File: src/rtl/alu_shift_unit.sv
// Iterative shifter for the ALU shift operations (SLL, SRL, SRA).
// The operand moves one bit position per clock. done_o pulses for one
// cycle when resultado_o holds the final value.
//
// state | meaning
// IDLE  | waiting for start_i; result register holds the last value
// SHIFT | shifting one bit per clock, counter counts down to 1
// DONE  | result valid, done_o high for this single cycle
module alu_shift_unit #(
  parameter int WIDTH = 32,
  parameter int SHW   = 5
) (
  input  logic             clk_i,
  input  logic             rst_i,
  input  logic             start_i,
  input  logic [3:0]       operacion_i,
  input  logic [WIDTH-1:0] a_i,
  input  logic [SHW-1:0]   shamt_i,
  output logic             busy_o,
  output logic             done_o,
  output logic [WIDTH-1:0] resultado_o,
  output logic             zero_o
);

  localparam logic [3:0] OP_SRL = 4'b0111;
  localparam logic [3:0] OP_SLL = 4'b1000;
  localparam logic [3:0] OP_SRA = 4'b1001;

  typedef enum logic [1:0] {
    IDLE  = 2'd0,
    SHIFT = 2'd1,
    DONE  = 2'd2
  } state_t;

  state_t           state_q, state_d;
  logic [WIDTH-1:0] work_q, work_d;
  logic [SHW-1:0]   cnt_q, cnt_d;
  logic [3:0]       op_q, op_d;
  logic             op_valid;

  // Only the three shift codes are handled; anything else yields zero at once.
  assign op_valid = (operacion_i == OP_SRL) || (operacion_i == OP_SLL) ||
                    (operacion_i == OP_SRA);

  // Next-state, working register and counter update.
  always_comb begin
    state_d = state_q;
    work_d  = work_q;
    cnt_d   = cnt_q;
    op_d    = op_q;
    unique case (state_q)
      IDLE: begin
        if (start_i) begin
          cnt_d = shamt_i;
          op_d  = operacion_i;
          if (!op_valid) begin
            work_d  = '0;
            state_d = DONE;
          end else begin
            work_d  = a_i;
            state_d = (shamt_i == '0) ? DONE : SHIFT;
          end
        end
      end
      SHIFT: begin
        unique case (op_q)
          OP_SLL:  work_d = {work_q[WIDTH-2:0], 1'b0};
          OP_SRL:  work_d = {1'b0, work_q[WIDTH-1:1]};
          OP_SRA:  work_d = {work_q[WIDTH-1], work_q[WIDTH-1:1]};
          default: work_d = work_q;
        endcase
        cnt_d = cnt_q - SHW'(1);
        if (cnt_q == SHW'(1)) begin
          state_d = DONE;
        end
      end
      DONE: begin
        state_d = IDLE;
      end
      default: begin
        state_d = IDLE;
      end
    endcase
  end

  // State registers with synchronous reset taking priority over start_i.
  always_ff @(posedge clk_i) begin
    if (rst_i) begin
      state_q <= IDLE;
      work_q  <= '0;
      cnt_q   <= '0;
      op_q    <= '0;
    end else begin
      state_q <= state_d;
      work_q  <= work_d;
      cnt_q   <= cnt_d;
      op_q    <= op_d;
    end
  end

  // Status outputs decoded from the current state and working register.
  always_comb begin
    busy_o      = (state_q == SHIFT) || (state_q == DONE);
    done_o      = (state_q == DONE);
    resultado_o = work_q;
    zero_o      = (work_q == '0);
  end

endmodule
File: config.mk
export PLATFORM = sky130hd
export DESIGN_NAME = alu_shift_unit
export DESIGN_NICKNAME = d
export VERILOG_FILES = /design/src/rtl/alu_shift_unit.sv
export SDC_FILE = /design/constraint.sdc
export NUM_CORES = 1
export LEC_CHECK = 0
export ABC_AREA = 1
export CAP_MARGIN = 20
export CORE_AREA = 2 2 94 78
export CTS_CLUSTER_DIAMETER = 150
export DETAILED_ROUTE_END_ITERATION = 10
export DIE_AREA = 0 0 96 80
export HOLD_SLACK_MARGIN = 0.06
export MAX_ROUTING_LAYER = met4
export PLACE_DENSITY = 0.89
export SETUP_SLACK_MARGIN = 0.1
export SYNTH_ARGS = -nofsm -noshare
export SYNTH_HDL_FRONTEND = slang
export SYNTH_SLANG_ARGS = --single-unit
File: constraint.sdc
create_clock -name clk_i -period 1.7 [get_ports clk_i]
set_input_delay 0.51 -clock clk_i [delete_from_list [all_inputs] [get_ports clk_i]]
set_output_delay 0.51 -clock clk_i [all_outputs]
set_load 0.01 [all_outputs]
==> results of run 1 <==
## cell type report
type | instances | area [um^2]
multi-input cells | 442 | 2020
fillers | 461 | 1700
repair buffers | 161 | 1630
flip-flops and latches | 43 | 873
inverters | 82 | 310
well taps | 87 | 109
clock buffers | 6 | 82.6
clock inverters | 1 | 5.00
## logic make-up after synthesis
| kind of cell | share of synthesized area, % |
|---|---|
| simple gates | 52.5 |
| buf+inv | 14.6 |
| flops | 26.6 |
| compound gates | 3.98 |
| fa+ha+maj | 1.93 |
| xor+xnor | 0.540 |
## worst max-delay path: cells and delay by family, from the launching register on
family / cells / cell delay (ps)
and+or+nand+nor: 4 / 480
DFF: 1 / 340
buffers and inverters: 2 / 250
## layout by cell type (no fill, tap or decap), drive strengths merged
cell type	synthesis	final
clkbuf	11	11
nor2	168	168
nand3	101	101
a21oi	14	14
dlygate4sd2	0	29
inv	82	82
nand4	8	8
clkinv	0	1
nand2	126	126
clkdlybuf4s50	0	38
buf	25	82
clkdlybuf4s15	0	2
o21ai	11	11
dlymetal6s2s	0	5
nor3	4	4
or2	1	1
ha	5	5
dfxtp	43	43
xor2	2	2
nor4	2	2
## layer usage
metal	up-vias	track usage [%]	share of wire [%]
met1	2063	35.6	36
met4	0	11.0	6.0
li1	2117	-	-
met2	377	52.0	47
met5	-	-	0
met3	104	4.91	12
## repair_timing
action | in CTS | in global routing
pin swaps | 5 | 14
cloned | 0 | 5
setup endpoints to repair | 69 | 40
buffers inserted | 4 | 3
resized for setup | 78 | 25
## through the flow
step / util (%) / setup WS [ps]
2_1_floorplan: - / 240
3_3_place_gp: 68.9 / -242
3_5_place_dp: 68.9 / -273
4_1_cts: 71.6 / -170
5_1_grt: 74.7 / -243
6_report: 74.7 / -196
## flip-flops by register name, summed over array words and instances (netlist names)
name         count
op_q             4
resultado_o     32
state_q          2
cnt_q            5
## report_power, final
group | internal (mW) | switching, mW | total [mW]
logic | 0.687 | 0.736 | 1.42
clock network | 0.320 | 0.393 | 0.713
registers | 1.11 | 0.0757 | 1.19
total | 2.12 | 1.21 | 3.32
## path summary, 6_finish.rpt
path	startpoint	cells past startpoint	endpoint
max reg2reg	state_q[0]	10	resultado_o[5]
min reg2reg	cnt_q[4]	2	cnt_q[4]
min	cnt_q[4]	2	cnt_q[4]
max	resultado_o[8]	6	zero_o
==> impl_metrics.prom, run 1 <==
# TYPE chip_impl_metric gauge
chip_impl_metric{name="yosys_warnings",unit=""} 0
chip_impl_metric{name="yosysSeqAreaShare",unit="%"} 26.6
chip_impl_metric{name="number_of_buffers_added_to_fix_hold_violations_after_cts",unit=""} 0
chip_impl_metric{name="synth_top_cell_area_share",unit="%"} 26.6
chip_impl_info{name="cts_root_buf",value="sky130_fd_sc_hd__clkbuf_8"} 1
chip_impl_metric{name="global_route.usage.total",unit="%"} 30.3
chip_impl_info{name="cts_tree",value="yes"} 1
chip_impl_metric{name="placedCellCount",unit=""} 803
chip_impl_metric{name="fp.dieW",unit="um"} 96
chip_impl_metric{name="cp_data_arrival_time",unit="ps"} 1390
chip_impl_metric{name="detailed_place.area",unit="um^2"} 4630
chip_impl_metric{name="clk-insertion-delay-late",unit="ps"} 310
chip_impl_metric{name="path_clk_slew",unit="ps"} 90
chip_impl_info{name="crit_type",value="reg2out"} 1
chip_impl_metric{name="design.die.area",unit="um^2"} 7680
chip_impl_metric{name="gpl.final_weighted_congestion",unit=""} 0.907
chip_impl_info{name="cell_with_the_largest_stage_delay_on_the_worst_path",value="sky130_fd_sc_hd__dfxtp_1"} 1
chip_impl_metric{name="data_required_critical_path",unit="ps"} 1190
chip_impl_metric{name="final-instance-count-excl-fill",unit=""} 822
chip_impl_metric{name="ys_seq_elements",unit=""} 43
chip_impl_metric{name="gr-total-overflow",unit=""} 0
chip_impl_metric{name="routed_wirelength",unit="mm"} 13.0
chip_impl_metric{name="cts-buffers-inserted",unit=""} 5
chip_impl_metric{name="syn_avg_cell_area",unit="um^2"} 5.38
chip_impl_metric{name="power_leakage",unit="nW"} 2.84
chip_impl_info{name="setup_repair_after_global_routing_missed_its_margin",value="true"} 1
chip_impl_metric{name="drt.antenna.violating_nets",unit=""} 0
chip_impl_metric{name="final.setup.tns",unit="ps"} -196
chip_impl_metric{name="routedWlPerCell",unit="um"} 15.9
chip_impl_info{name="violations",value="setup timing"} 1
chip_impl_metric{name="synthesis.nets",unit=""} 652
chip_impl_metric{name="async_reset_ff_share",unit="%"} 0
chip_impl_metric{name="antenna_cells",unit=""} 0
chip_impl_metric{name="die-height",unit="um"} 80
chip_impl_metric{name="fin_crit_sh",unit="%"} 112
chip_impl_info{name="yosys-top-cells-area",value="sky130_fd_sc_hd__dfxtp_1 (27%), sky130_fd_sc_hd__nor2_1 (19%), sky130_fd_sc_hd__nand3_1 (16%), sky130_fd_sc_hd__nand2_1 (14%), sky130_fd_sc_hd__inv_1 (9.1%)"} 1
chip_impl_info{name="top_post_synthesis_cells_by_count",value="sky130_fd_sc_hd__nor2_1 (168), sky130_fd_sc_hd__nand2_1 (125), sky130_fd_sc_hd__nand3_1 (101)"} 1
chip_impl_metric{name="ff2ff_setup_slack",unit="ps"} 90
chip_impl_metric{name="drt_first_iter_violations",unit=""} 530
chip_impl_metric{name="place.port_buffers",unit=""} 78
chip_impl_info{name="critical_path.endpoint_type",value="primary output"} 1
chip_impl_info{name="yosysMostFrequentCell",value="sky130_fd_sc_hd__nor2_1"} 1
chip_impl_metric{name="vias_per_instance",unit=""} 5.67
chip_impl_metric{name="area.growth.synth_to_final",unit="%"} 55.0
chip_impl_metric{name="max-clock-path-buffers",unit=""} 2
chip_impl_metric{name="critPathMaxStageDelay",unit="ps"} 340
chip_impl_metric{name="holdWs",unit="ps"} 518
chip_impl_metric{name="post-route-drc-count",unit=""} 0
chip_impl_metric{name="final_layout_size_suffix_gt1_share",unit="%"} 18.1
chip_impl_metric{name="finish.instance_area",unit="um^2"} 5020
chip_impl_metric{name="route.vias.total",unit=""} 4661
chip_impl_metric{name="fin_worst_skew",unit="ps"} 6.63
chip_impl_metric{name="io_pins",unit=""} 79
chip_impl_metric{name="postLayoutSetupSlackWorst",unit="ps"} -196
chip_impl_metric{name="timing_worst_slew_pin_value",unit="ps"} 323
chip_impl_metric{name="fmaxAchievable",unit="MHz"} 527
chip_impl_metric{name="relSlewSlack",unit="%"} 78.2
chip_impl_metric{name="synth_enable_flop_cells",unit=""} 0
chip_impl_metric{name="synth_cells",unit=""} 603
chip_impl_info{name="worstPathCellList",value="inv_1 -> nand4_1 -> nor3_2 -> nand3_1 -> nor2_1 -> buf_2"} 1
chip_impl_metric{name="maximum_number_of_pins_on_one_net_before_global_route_repair",unit=""} 39
chip_impl_metric{name="numClockSinks",unit=""} 43
chip_impl_info{name="hold_path.class",value="reg2reg"} 1
chip_impl_metric{name="grt_pass1_wl",unit="mm"} 18.1
chip_impl_metric{name="grt_antenna_before_repair",unit=""} 0
chip_impl_info{name="critPathLaunchType",value="register"} 1
chip_impl_info{name="run_status",value="finished, violations left"} 1
chip_impl_metric{name="cts.htree.levels",unit=""} 2
chip_impl_metric{name="netlist_area",unit="um^2"} 3240
chip_impl_info{name="synth_top_area_cell",value="sky130_fd_sc_hd__dfxtp_1"} 1
chip_impl_metric{name="ys_types",unit=""} 19
chip_impl_metric{name="setup_viol",unit=""} 1
chip_impl_metric{name="drt_first_pass_iters",unit=""} 5
chip_impl_metric{name="post_layout_power",unit="mW"} 3.32
chip_impl_info{name="synth_ff_type",value="sky130_fd_sc_hd__dfxtp_1"} 1
chip_impl_metric{name="finalHoldViolCount",unit=""} 0
chip_impl_metric{name="final_nets",unit=""} 784
chip_impl_metric{name="timing.final.crit_period",unit="ps"} 1900
chip_impl_metric{name="placeableCoreArea",unit="um^2"} 6720
chip_impl_metric{name="crit_path_max_fanout",unit=""} 2
chip_impl_metric{name="cap_viol_max_count",unit=""} 0
chip_impl_metric{name="row_count",unit=""} 27
chip_impl_metric{name="powerDensity",unit="nW/um^2"} 662
chip_impl_metric{name="floorplan.initialDensity",unit="%"} 48.2
chip_impl_metric{name="vdd_ir_drop_max",unit="V"} 0.000384
chip_impl_metric{name="detailedPlacementHpwl",unit="mm"} 7.47
chip_impl_metric{name="timing_max_transition_violations_final",unit=""} 0
chip_impl_metric{name="vias_in_the_first_global_route",unit=""} 4145
No activity file was read; power rests on OpenSTA's default activity.
==> run 2: changes to the inputs <==
- ABC_AREA: 1 -> default
- CORE_AREA: 2 2 94 78 -> 5 5 90 75
- DIE_AREA: 0 0 96 80 -> 0 0 95 80
- PLACE_DENSITY: 0.89 -> 0.9
==> run 2 against run 1 <==
  * The flow still finishes with violations (setup timing)
  * Global-route usage grew 4.3 points
  * Sequential power rose by 4%
  * Critical path depth unchanged
  * Synthesized cell count shrank 42%
==> impl_metrics.prom, run 2 <==
# TYPE chip_impl_metric gauge
chip_impl_info{name="run_status",value="finished, violations left"} 1
chip_impl_info{name="violations",value="setup timing"} 1
chip_impl_metric{name="netlist_area",unit="um^2"} 2670
chip_impl_metric{name="drt_first_pass_iters",unit=""} 6
chip_impl_metric{name="cap_viol_max_count",unit=""} 0
chip_impl_metric{name="setup_viol",unit=""} 30
chip_impl_metric{name="place.port_buffers",unit=""} 78
chip_impl_info{name="rr_startpoint",value="op_q[0]"} 1
chip_impl_metric{name="cp_data_arrival_time",unit="ps"} 2240
chip_impl_metric{name="final_layout_size_suffix_gt1_share",unit="%"} 51.3
chip_impl_metric{name="placeableCoreArea",unit="um^2"} 5760
chip_impl_metric{name="postLayoutSetupSlackWorst",unit="ps"} -318
chip_impl_metric{name="path_clk_slew",unit="ps"} 90
chip_impl_metric{name="powerDensity",unit="nW/um^2"} 720
chip_impl_metric{name="row_count",unit=""} 25
chip_impl_metric{name="routedWlPerCell",unit="um"} 28.0
chip_impl_info{name="synth_top_area_cell",value="sky130_fd_sc_hd__dfxtp_1"} 1
chip_impl_info{name="beginning_of_the_critical_path",value="op_q[0]"} 1
chip_impl_metric{name="cts.htree.levels",unit=""} 2
chip_impl_info{name="top_post_synthesis_cells_by_count",value="sky130_fd_sc_hd__dfxtp_1 (43), sky130_fd_sc_hd__nor2_1 (42), sky130_fd_sc_hd__nand2_1 (41)"} 1
chip_impl_info{name="hold_path.class",value="reg2reg"} 1
chip_impl_info{name="setup_repair_after_global_routing_missed_its_margin",value="true"} 1
chip_impl_info{name="commonest_non_fill_non_tap_cell_in_the_layout",value="sky130_fd_sc_hd__buf_4"} 1
chip_impl_metric{name="gr-total-overflow",unit=""} 0
chip_impl_info{name="worstPathCellList",value="buf_4 -> nand4b_4 -> buf_4 -> a21boi_0 -> o21ai_0 -> a311oi_2"} 1
chip_impl_metric{name="finalHoldViolCount",unit=""} 0
chip_impl_metric{name="global_route.usage.total",unit="%"} 34.6
chip_impl_metric{name="ff2ff_setup_slack",unit="ps"} -320
chip_impl_metric{name="cts-buffers-inserted",unit=""} 5
chip_impl_info{name="crit_type",value="reg2reg"} 1
chip_impl_info{name="yosys-top-cells-area",value="sky130_fd_sc_hd__dfxtp_1 (32%), sky130_fd_sc_hd__a311oi_1 (10%), sky130_fd_sc_hd__a21boi_0 (8.4%), sky130_fd_sc_hd__and3_1 (7.0%), sky130_fd_sc_hd__o21ai_0 (6.2%)"} 1
chip_impl_info{name="synth_ff_type",value="sky130_fd_sc_hd__dfxtp_1"} 1
chip_impl_info{name="critPathLaunchType",value="register"} 1
chip_impl_info{name="layout_common_cells",value="sky130_fd_sc_hd__buf_4 (59), sky130_fd_sc_hd__clkdlybuf4s50_1 (38), sky130_fd_sc_hd__o21ai_0 (31)"} 1
chip_impl_metric{name="route.vias.total",unit=""} 4218
chip_impl_metric{name="grt_antenna_before_repair",unit=""} 0
chip_impl_metric{name="gpl.final_weighted_congestion",unit=""} 0.944
chip_impl_metric{name="timing_worst_slew_pin_value",unit="ps"} 504
chip_impl_info{name="yosysMostFrequentCell",value="sky130_fd_sc_hd__dfxtp_1"} 1
chip_impl_metric{name="area.growth.synth_to_final",unit="%"} 96.1
chip_impl_metric{name="clk-insertion-delay-late",unit="ps"} 330
chip_impl_info{name="worst_hold_startpoint",value="op_q[3]"} 1
chip_impl_metric{name="fmaxAchievable",unit="MHz"} 495
chip_impl_metric{name="post-route-drc-count",unit=""} 0
chip_impl_metric{name="antenna_cells",unit=""} 0
chip_impl_metric{name="drt_first_iter_violations",unit=""} 733
chip_impl_metric{name="critPathMaxStageDelay",unit="ps"} 360
chip_impl_info{name="critical_path.most_common_cell",value="sky130_fd_sc_hd__buf_4"} 1
chip_impl_metric{name="max-clock-path-buffers",unit=""} 2
chip_impl_metric{name="post_layout_power",unit="mW"} 3.76
chip_impl_metric{name="crit_path_max_fanout",unit=""} 17
chip_impl_metric{name="drt.antenna.violating_nets",unit=""} 0
chip_impl_info{name="critical_path.reg2reg.endpoint",value="resultado_o[7]"} 1
chip_impl_metric{name="fp.dieW",unit="um"} 95
chip_impl_metric{name="vias_in_the_first_global_route",unit=""} 3632
chip_impl_info{name="cts_root_buf",value="sky130_fd_sc_hd__clkbuf_8"} 1
chip_impl_metric{name="fin_crit_sh",unit="%"} 119
chip_impl_metric{name="timing_max_transition_violations_final",unit=""} 0
chip_impl_metric{name="number_of_buffers_added_to_fix_hold_violations_after_cts",unit=""} 0
chip_impl_info{name="critical_path.endpoint_type",value="register"} 1
chip_impl_metric{name="synthesis.nets",unit=""} 399
chip_impl_metric{name="layout.filler_cells",unit=""} 216
chip_impl_metric{name="ff2ff_path_depth",unit=""} 6
chip_impl_metric{name="final.setup.tns",unit="ps"} -2940
chip_impl_info{name="cts_tree",value="yes"} 1
chip_impl_metric{name="timing.final.crit_period",unit="ps"} 2020
chip_impl_metric{name="async_reset_ff_share",unit="%"} 0
chip_impl_metric{name="numClockSinks",unit=""} 43
chip_impl_metric{name="ys_types",unit=""} 42
chip_impl_metric{name="synth_top_cell_area_share",unit="%"} 32.3
chip_impl_metric{name="maximum_number_of_pins_on_one_net_before_global_route_repair",unit=""} 63
chip_impl_metric{name="final_nets",unit=""} 545
chip_impl_metric{name="yosys_warnings",unit=""} 0
chip_impl_metric{name="io_pins",unit=""} 79
chip_impl_metric{name="relSlewSlack",unit="%"} 66.0
chip_impl_metric{name="fin_worst_skew",unit="ps"} 18.1
chip_impl_metric{name="syn_avg_cell_area",unit="um^2"} 7.62
chip_impl_metric{name="synth_enable_flop_cells",unit=""} 0
chip_impl_metric{name="grt_pass1_wl",unit="mm"} 19.5
chip_impl_info{name="cell_with_the_largest_stage_delay_on_the_worst_path",value="sky130_fd_sc_hd__dfxtp_1"} 1
chip_impl_metric{name="vdd_ir_drop_max",unit="V"} 0.000640
chip_impl_metric{name="min_path_cells",unit=""} 2
chip_impl_metric{name="data_required_critical_path",unit="ps"} 1920
chip_impl_metric{name="synth_cells",unit=""} 350
chip_impl_metric{name="vias_per_instance",unit=""} 7.30
chip_impl_metric{name="die-height",unit="um"} 80
chip_impl_metric{name="largest_reg_flops",unit=""} 32
chip_impl_metric{name="routed_wirelength",unit="mm"} 16.2
chip_impl_metric{name="detailedPlacementHpwl",unit="mm"} 5.96
chip_impl_metric{name="floorplan.initialDensity",unit="%"} 46.3
chip_impl_metric{name="power_leakage",unit="nW"} 2.09
chip_impl_metric{name="design.die.area",unit="um^2"} 7600
chip_impl_metric{name="ys_seq_elements",unit=""} 43
chip_impl_metric{name="yosysSeqAreaShare",unit="%"} 32.3
chip_impl_info{name="min_delay_worst_endpoint",value="op_q[3]"} 1
[run 2: cells by family (layout without fill, tap and decap cells)]
family / after synthesis / in the layout / synth area share (%)
buffers and inverters: 40 / 187 / 6.94
adder cells (fa/ha/maj): 5 / 5 / 2.35
AND/OR/NAND/NOR: 141 / 141 / 26.1
flip-flops: 43 / 43 / 32.3
multiplexers: 1 / 1 / 0.375
AO/OA/AOI/OAI: 120 / 120 / 31.9
[run 2: where the power goes]
part | leakage, nW | internal [mW] | switching [mW]
logic | 1.67 | 0.859 | 0.798
registers | 0.366 | 1.12 | 0.122
clock network | 0.0581 | 0.439 | 0.426
total | 2.09 | 2.42 | 1.35
[run 2: final cells by class]
class,instances,area (um^2),area share [%]
clock buffer,5,68.8,1.32
clock inverter,3,43.8,0.838
inverter,6,31.3,0.598
multi-input combinational,267,2260,43.3
sequential,43,902,17.3
tap,81,101,1.94
timing repair buffer,173,1820,34.8
[run 2: how the worst max path moves through the flow]
stage / slack (ps) / depth (start not counted) / to
6_report: -320 / 6 / resultado_o[7]
5_1_grt: -350 / 4 / zero_o
4_1_cts: -150 / 4 / zero_o
3_5_place_dp: -620 / 6 / resultado_o[28]
3_3_place_gp: -470 / 6 / resultado_o[28]
2_1_floorplan: 30 / 5 / resultado_o[10]
[run 2: repair_timing]
action	4_1_cts	5_1_grt
endpoints found under the setup margin	73	68
pin swaps	44	41
gates resized for setup	153	145
buffers inserted	14	10
gates cloned	10	2
[run 2: per-stage QoR]
| stage | instance area, um^2 | util, % | hold slack (ps) | std cells | setup slack, ps |
|---|---|---|---|---|---|
| detailed placement | 3930 | 68.2 | 472 | 535 | -615 |
| global placement | 3930 | 68.2 | 450 | 535 | -468 |
| finish | 5230 | 90.8 | 582 | 578 | -318 |
| CTS | 4730 | 82.3 | 501 | 567 | -153 |
| global route | 5230 | 90.8 | 572 | 578 | -347 |
| floorplan | 2710 | - | 441 | 350 | 31.3 |
[run 2: worst max-delay path: cells and delay by family (launching register included)]
kind | cells | cell delay, ps
buffers and inverters | 2 | 430
and+or+nand+nor | 1 | 180
DFF | 1 | 360
AOI/OAI and AO/OA | 3 | 960
[run 2: layer usage]
layer	global-route usage [%]	vias up	part of all wire [%]
met4	17.9	0	8.0
li1	-	1597	-
met2	53.4	537	44
met5	-	-	0
met3	8.39	173	14
met1	41.8	1911	35
==> run 3: changes to the inputs <==
- ABC_AREA: default -> 1
- CORE_AREA: 5 5 90 75 -> 5 5 97 81
- DIE_AREA: 0 0 95 80 -> 0 0 102 86
- PLACE_DENSITY: 0.9 -> 0.89
- TNS_END_PERCENT: default -> 1
==> run 3 against run 2 <==
  * The run still ends with setup timing left
  * Highest routed layer unchanged
  * Via count up 1.5%
  * Final area down 8.0%
  * Critical path type is now reg2out
  * Hold slack worse by 71 ps
  * Final cell count up 41%
  * Clock skew down 13 ps
  * Fmax up 10%
==> impl_metrics.prom, run 3 (synthesized netlist as in run 1, its figures left out) <==
# TYPE chip_impl_metric gauge
chip_impl_metric{name="fp.dieW",unit="um"} 102
chip_impl_metric{name="final_layout_size_suffix_gt1_share",unit="%"} 18.7
chip_impl_metric{name="route.vias.total",unit=""} 4283
chip_impl_metric{name="grt_antenna_before_repair",unit=""} 0
chip_impl_metric{name="dp_slack",unit="ps"} -283
chip_impl_metric{name="place.port_buffers",unit=""} 78
chip_impl_metric{name="drt.antenna.violating_nets",unit=""} 0
chip_impl_info{name="critical-path-top-delay-family",value="simple AND/OR/NAND/NOR gates"} 1
chip_impl_metric{name="timing.final.crit_period",unit="ps"} 1830
chip_impl_metric{name="final-instance-count-excl-fill",unit=""} 813
chip_impl_metric{name="maximum_number_of_pins_on_one_net_before_global_route_repair",unit=""} 35
chip_impl_metric{name="post-route-drc-count",unit=""} 0
chip_impl_metric{name="finalHoldViolCount",unit=""} 0
chip_impl_metric{name="largest_reg_flops",unit=""} 32
chip_impl_metric{name="clk-insertion-delay-late",unit="ps"} 300
chip_impl_metric{name="row_count",unit=""} 27
chip_impl_metric{name="io_pins",unit=""} 79
chip_impl_metric{name="critPathBufInv",unit=""} 2
chip_impl_metric{name="cp_data_arrival_time",unit="ps"} 1320
chip_impl_info{name="commonest_non_fill_non_tap_cell_in_the_layout",value="sky130_fd_sc_hd__nor2_1"} 1
chip_impl_metric{name="final_nets",unit=""} 775
chip_impl_metric{name="routedWlPerCell",unit="um"} 13.4
chip_impl_metric{name="grt_pass1_wl",unit="mm"} 17.6
chip_impl_metric{name="powerDensity",unit="nW/um^2"} 657
chip_impl_metric{name="relSlewSlack",unit="%"} 77.8
chip_impl_info{name="worstPathCellList",value="inv_2 -> nand4_1 -> nor3_2 -> nand3_1 -> nor2_1 -> buf_2"} 1
chip_impl_metric{name="power.internal",unit="mW"} 2.06
chip_impl_metric{name="floorplan.initialDensity",unit="%"} 48.2
chip_impl_metric{name="cts-buffers-inserted",unit=""} 5
chip_impl_metric{name="timing_worst_slew_pin_value",unit="ps"} 333
chip_impl_info{name="layout_common_cells",value="sky130_fd_sc_hd__nor2_1 (163), sky130_fd_sc_hd__nand2_1 (122), sky130_fd_sc_hd__nand3_1 (98)"} 1
chip_impl_metric{name="gr-total-overflow",unit=""} 0
chip_impl_metric{name="die-height",unit="um"} 86
chip_impl_metric{name="numClockSinks",unit=""} 43
chip_impl_info{name="cts_root_buf",value="sky130_fd_sc_hd__clkbuf_8"} 1
chip_impl_metric{name="vias_per_instance",unit=""} 5.27
chip_impl_metric{name="placeableCoreArea",unit="um^2"} 6720
chip_impl_info{name="critPathLaunchType",value="register"} 1
chip_impl_info{name="setup_repair_after_global_routing_missed_its_margin",value="true"} 1
chip_impl_metric{name="area.growth.synth_to_final",unit="%"} 48.4
chip_impl_metric{name="fin_crit_sh",unit="%"} 107
chip_impl_metric{name="path_clk_slew",unit="ps"} 90
chip_impl_info{name="crit_type",value="reg2out"} 1
chip_impl_metric{name="power.clock.fraction",unit="%"} 21.5
chip_impl_metric{name="layout.filler_cells",unit=""} 531
chip_impl_metric{name="combinationalPowerShare",unit="%"} 41.0
chip_impl_info{name="hold_path.class",value="reg2reg"} 1
chip_impl_metric{name="power_leakage",unit="nW"} 2.70
chip_impl_metric{name="cap_viol_max_count",unit=""} 0
chip_impl_metric{name="timing_max_transition_violations_final",unit=""} 0
chip_impl_metric{name="vias_in_the_first_global_route",unit=""} 3887
chip_impl_info{name="cts_tree",value="yes"} 1
chip_impl_info{name="critical_path.endpoint_type",value="primary output"} 1
chip_impl_metric{name="p_seq_share",unit="%"} 37.5
chip_impl_metric{name="design.die.area",unit="um^2"} 8770
chip_impl_metric{name="routed_wirelength",unit="mm"} 10.9
chip_impl_metric{name="postLayoutSetupSlackWorst",unit="ps"} -127
chip_impl_metric{name="drt_first_pass_iters",unit=""} 5
chip_impl_metric{name="vdd_ir_drop_max",unit="V"} 0.000390
chip_impl_metric{name="switching_share",unit="%"} 34.8
chip_impl_info{name="cell_with_the_largest_stage_delay_on_the_worst_path",value="sky130_fd_sc_hd__dfxtp_2"} 1
chip_impl_metric{name="critPathMaxStageDelay",unit="ps"} 340
chip_impl_metric{name="global_route.usage.total",unit="%"} 24.6
chip_impl_metric{name="p_sw",unit="mW"} 1.10
chip_impl_metric{name="placedCellCount",unit=""} 805
chip_impl_metric{name="max-clock-path-buffers",unit=""} 2
chip_impl_metric{name="detailedPlacementHpwl",unit="mm"} 7.43
chip_impl_metric{name="fin_worst_skew",unit="ps"} 5.33
chip_impl_metric{name="antenna_cells",unit=""} 0
chip_impl_info{name="run_status",value="finished, violations left"} 1
chip_impl_metric{name="finalCoreUtilization",unit="%"} 71.6
chip_impl_metric{name="fmaxAchievable",unit="MHz"} 547
chip_impl_metric{name="cts.htree.levels",unit=""} 2
chip_impl_metric{name="data_required_critical_path",unit="ps"} 1190
chip_impl_metric{name="crit_path_max_fanout",unit=""} 2
chip_impl_info{name="violations",value="setup timing"} 1
chip_impl_metric{name="setup_viol",unit=""} 1
chip_impl_metric{name="final.setup.tns",unit="ps"} -127
chip_impl_metric{name="drt_first_iter_violations",unit=""} 402
chip_impl_metric{name="gpl.final_weighted_congestion",unit=""} 0.876
==> run 3: layer usage <==
metal | vias up | track usage [%] | wire (um) | share of wire, %
met5 | - | - | 0 | 0
met4 | 0 | 8.22 | 261 | 2.4
met3 | 35 | 3.41 | 938 | 8.6
met2 | 250 | 40.1 | 5260 | 48
met1 | 1894 | 31.2 | 4410 | 41
li1 | 2104 | - | - | -
==> run 3: final timing paths <==
| kind | startpoint | to | slack (ps) | cells after the start |
|---|---|---|---|---|
| worst min-delay path | cnt_q[2] | cnt_q[2] | 510 | 2 |
| worst min register to register | cnt_q[2] | cnt_q[2] | 510 | 2 |
| worst max-delay path | resultado_o[7] | zero_o | -130 | 6 |
| worst max register to register | state_q[0] | resultado_o[19] | 60 | 9 |
==> run 3: layout make-up <==
type                    instances  area, um^2  area share [%]
multi-input cells             442        2030            42.2
repair buffers                152        1390            29.0
flip-flops and latches         43         878            18.3
inverters                      82         313            6.50
well taps                      87         109            2.26
clock buffers                   6        82.6            1.72
clock inverters                 1        5.00           0.104
==> run 3: power groups by stage <==
stage | logic (mW) | clock network [mW] | registers, mW
after floorplan | 0.587 | 0 | 1.24
after global placement | 1.23 | 0 | 1.18
after detailed placement | 1.27 | 0 | 1.19
after CTS | 1.23 | 0.686 | 1.17
after global routing | 1.43 | 0.726 | 1.20
final | 1.30 | 0.679 | 1.19
==> run 3: tightest hold or removal path: stages (launching register included) <==
cell,delay (ps)
sky130_fd_sc_hd__dfxtp_1,350
sky130_fd_sc_hd__nand2_1,70
sky130_fd_sc_hd__a21oi_1,50
==> run 3: stage by stage <==
step / hold WS, ps / instance area, um^2 / power, mW
after floorplan: 454 / 3240 / 1.83
after global routing: 544 / 4810 / 3.36
final: 510 / 4810 / 3.16
after detailed placement: 484 / 4600 / 2.46
after global placement: 472 / 4600 / 2.42
after CTS: 502 / 4660 / 3.09
==> run 3: repair_timing <==
action / in CTS / in global routing
gates resized for setup: 60 / 46
setup endpoints to repair: 65 / 46
buffers inserted: 1 / 0
hold buffers: 0 / 0
gates cloned: 0 / 0
pin swaps: 3 / 15
==> patch (settings of run 1) <==
The 3 states of `state_t` get a one-hot encoding in 3 bits.
--- a/src/rtl/alu_shift_unit.sv
+++ b/src/rtl/alu_shift_unit.sv
@@ -26,10 +26,10 @@
   localparam logic [3:0] OP_SLL = 4'b1000;
   localparam logic [3:0] OP_SRA = 4'b1001;
 
-  typedef enum logic [1:0] {
-    IDLE  = 2'd0,
-    SHIFT = 2'd1,
-    DONE  = 2'd2
+  typedef enum logic [2:0] {
+    IDLE  = 3'b001,
+    SHIFT = 3'b010,
+    DONE  = 3'b100
   } state_t;
 
   state_t           state_q, state_d;
Function: same outputs for any inputs over 10 cycles, from zero or initial values and one cycle with rst_i high; not proved beyond that.
==> patch against run 1 <==
The run still ends with setup timing left. Total power up 6.1%. First-iteration DRC count up 33%. Wire length up 4.5%. Die area unchanged. Cell area down 2.8%. Synthesized cell count up 0.50%. Clock power up 19%. Area after synthesis up 0.31%. Setup slack worse by 0.20 ns. Sequential cell count up 1. Largest cell class unchanged. Highest routed layer unchanged.
==> patch: results (changes against run 1) <==
status finished with violations; failing checks setup timing; global-route wire length before repair 18800 um (+4.2%); multiplexer area fraction after synthesis 0% (unchanged); VDD IR-drop max 0.000437 V (+14%); CP arrival 1.58 ns (+0.19 ns); adder-cell area share of the yosys netlist 0.770% (-1.2 points); worst slew slack as a fraction of its limit 74.3% (-3.9 points); antenna violations before repair 0 (unchanged); largest net degree at the start of global routing 68 (+74%); setup skew after layout 0.00505 ns (-0.00158 ns); ratio of cells with drive above 1 in the final layout 16.7% (-1.4 points); Hold WC Path Type flip-flop to flip-flop; Vias per Instance 5.63 (-0.64%); sequential area share after synthesis 27.1% (+0.53 points); number of distinct library cells after synthesis 24 (+5); largest cells by area after synthesis sky130_fd_sc_hd__dfxtp_1, sky130_fd_sc_hd__nor2_1, sky130_fd_sc_hd__nand2_1, sky130_fd_sc_hd__nand3_1, sky130_fd_sc_hd__inv_1; Post-synth top cells sky130_fd_sc_hd__nor2_1, sky130_fd_sc_hd__nand2_1, sky130_fd_sc_hd__inv_1; number of setup violations in the final report 3 (+2); compound-cell area share of the yosys netlist 3.66% (-0.32 points); Filler Cells Inserted 462 (+0.22%); Detailed Place HPWL 7290 um (-2.4%); drt pass-1 iters 6 (+1); biggest fanout along the worst timing path 2 (unchanged); post-layout net count 780 (-0.51%); total routing resource utilization after global routing 32.3% (+2.0 points); first-iteration detailed-routing DRC count 706 (+33%); total length of routed wires 13600 um (+4.5%); parity-gate share of the synthesized area counting xor and xnor cells 0% (-0.54 points); static power due to leakage 2.77 nW (-2.6%); via count of the first global-routing pass 4096 (-1.2%); slack of the critical path -0.391 ns (-0.196 ns); final weighted congestion in routability-driven placement 0.883 (-2.6%)
-- patch: cell types whose count changed after synthesis, sizes merged, moves of 3 or more --
cell,run 1,this run
nand3,101,76
nor2,168,174
clkbuf,11,7
ha,5,2
nand2,126,156
-- patch: path summary, 6_finish.rpt --
check / from / endpoint / slack, ns / depth (start not counted)
worst max register to register: op_q[2] / resultado_o[21] / -0.02 / 9
worst min register to register: cnt_q[2] / cnt_q[2] / 0.49 / 2
worst max-delay path: resultado_o[11] / zero_o / -0.39 / 4
worst min-delay path: cnt_q[2] / cnt_q[2] / 0.49 / 2
-- patch: worst max-delay path, stage by stage, from the launching register on --
cell and delay (ns):
sky130_fd_sc_hd__dfxtp_2 0.35, sky130_fd_sc_hd__nor4_2 0.40, sky130_fd_sc_hd__nand3_1 0.17, sky130_fd_sc_hd__nor2_1 0.19, sky130_fd_sc_hd__buf_2 0.16
-- patch: kinds of logic after synthesis --
| kind of cell | after synthesis |
|---|---|
| AO/OA/AOI/OAI | 23 |
| adder cells (fa/ha/maj) | 2 |
| buffers and inverters | 117 |
| flip-flops | 44 |
| AND/OR/NAND/NOR | 420 |
-- patch: cell type report --
cell class                 instances  area share, %
multi-input combinational        446           40.6
timing repair buffer             154           30.2
sequential                        44           18.4
inverter                          83           6.38
tap                               87           2.23
clock buffer                       6           1.49
clock inverter                     2          0.718
-- patch: report_power, final --
part           leakage (nW)  internal, mW  total, mW  switching (mW)
combinational          2.35         0.673       1.45           0.776
sequential            0.367          1.14       1.23          0.0823
clock                0.0552         0.437      0.850           0.413
total                  2.77          2.25       3.53            1.27
-- patch: repair_timing --
item | 4_1_cts | 5_1_grt
setup buffers | 5 | 3
pin swaps | 9 | 6
setup endpoints to repair | 67 | 39
cloned | 3 | 1
gates resized for setup | 71 | 30
-- patch: through the flow --
| step | utilization, % | TNS [ns] | cells | setup slack (ns) | area, sq um |
|---|---|---|---|---|---|
| after floorplan | - | 0 | 606 | 0.150 | 3260 |
| after global placement | 66.7 | -8.90 | 802 | -0.292 | 4480 |
| after detailed placement | 66.7 | -10.74 | 802 | -0.332 | 4480 |
| after CTS | 70.3 | -0.145 | 818 | -0.145 | 4730 |
| after global routing | 72.6 | -0.532 | 822 | -0.371 | 4880 |
| final | 72.6 | -0.426 | 822 | -0.391 | 4880 |
-- patch: metal layers --
metal	vias to the layer above	wire length (um)	GRT usage, %
met3	109	1460	5.00
met4	0	939	17.4
met1	2035	5050	37.4
met5	-	0	-
met2	390	6190	53.5
li1	2097	-	-
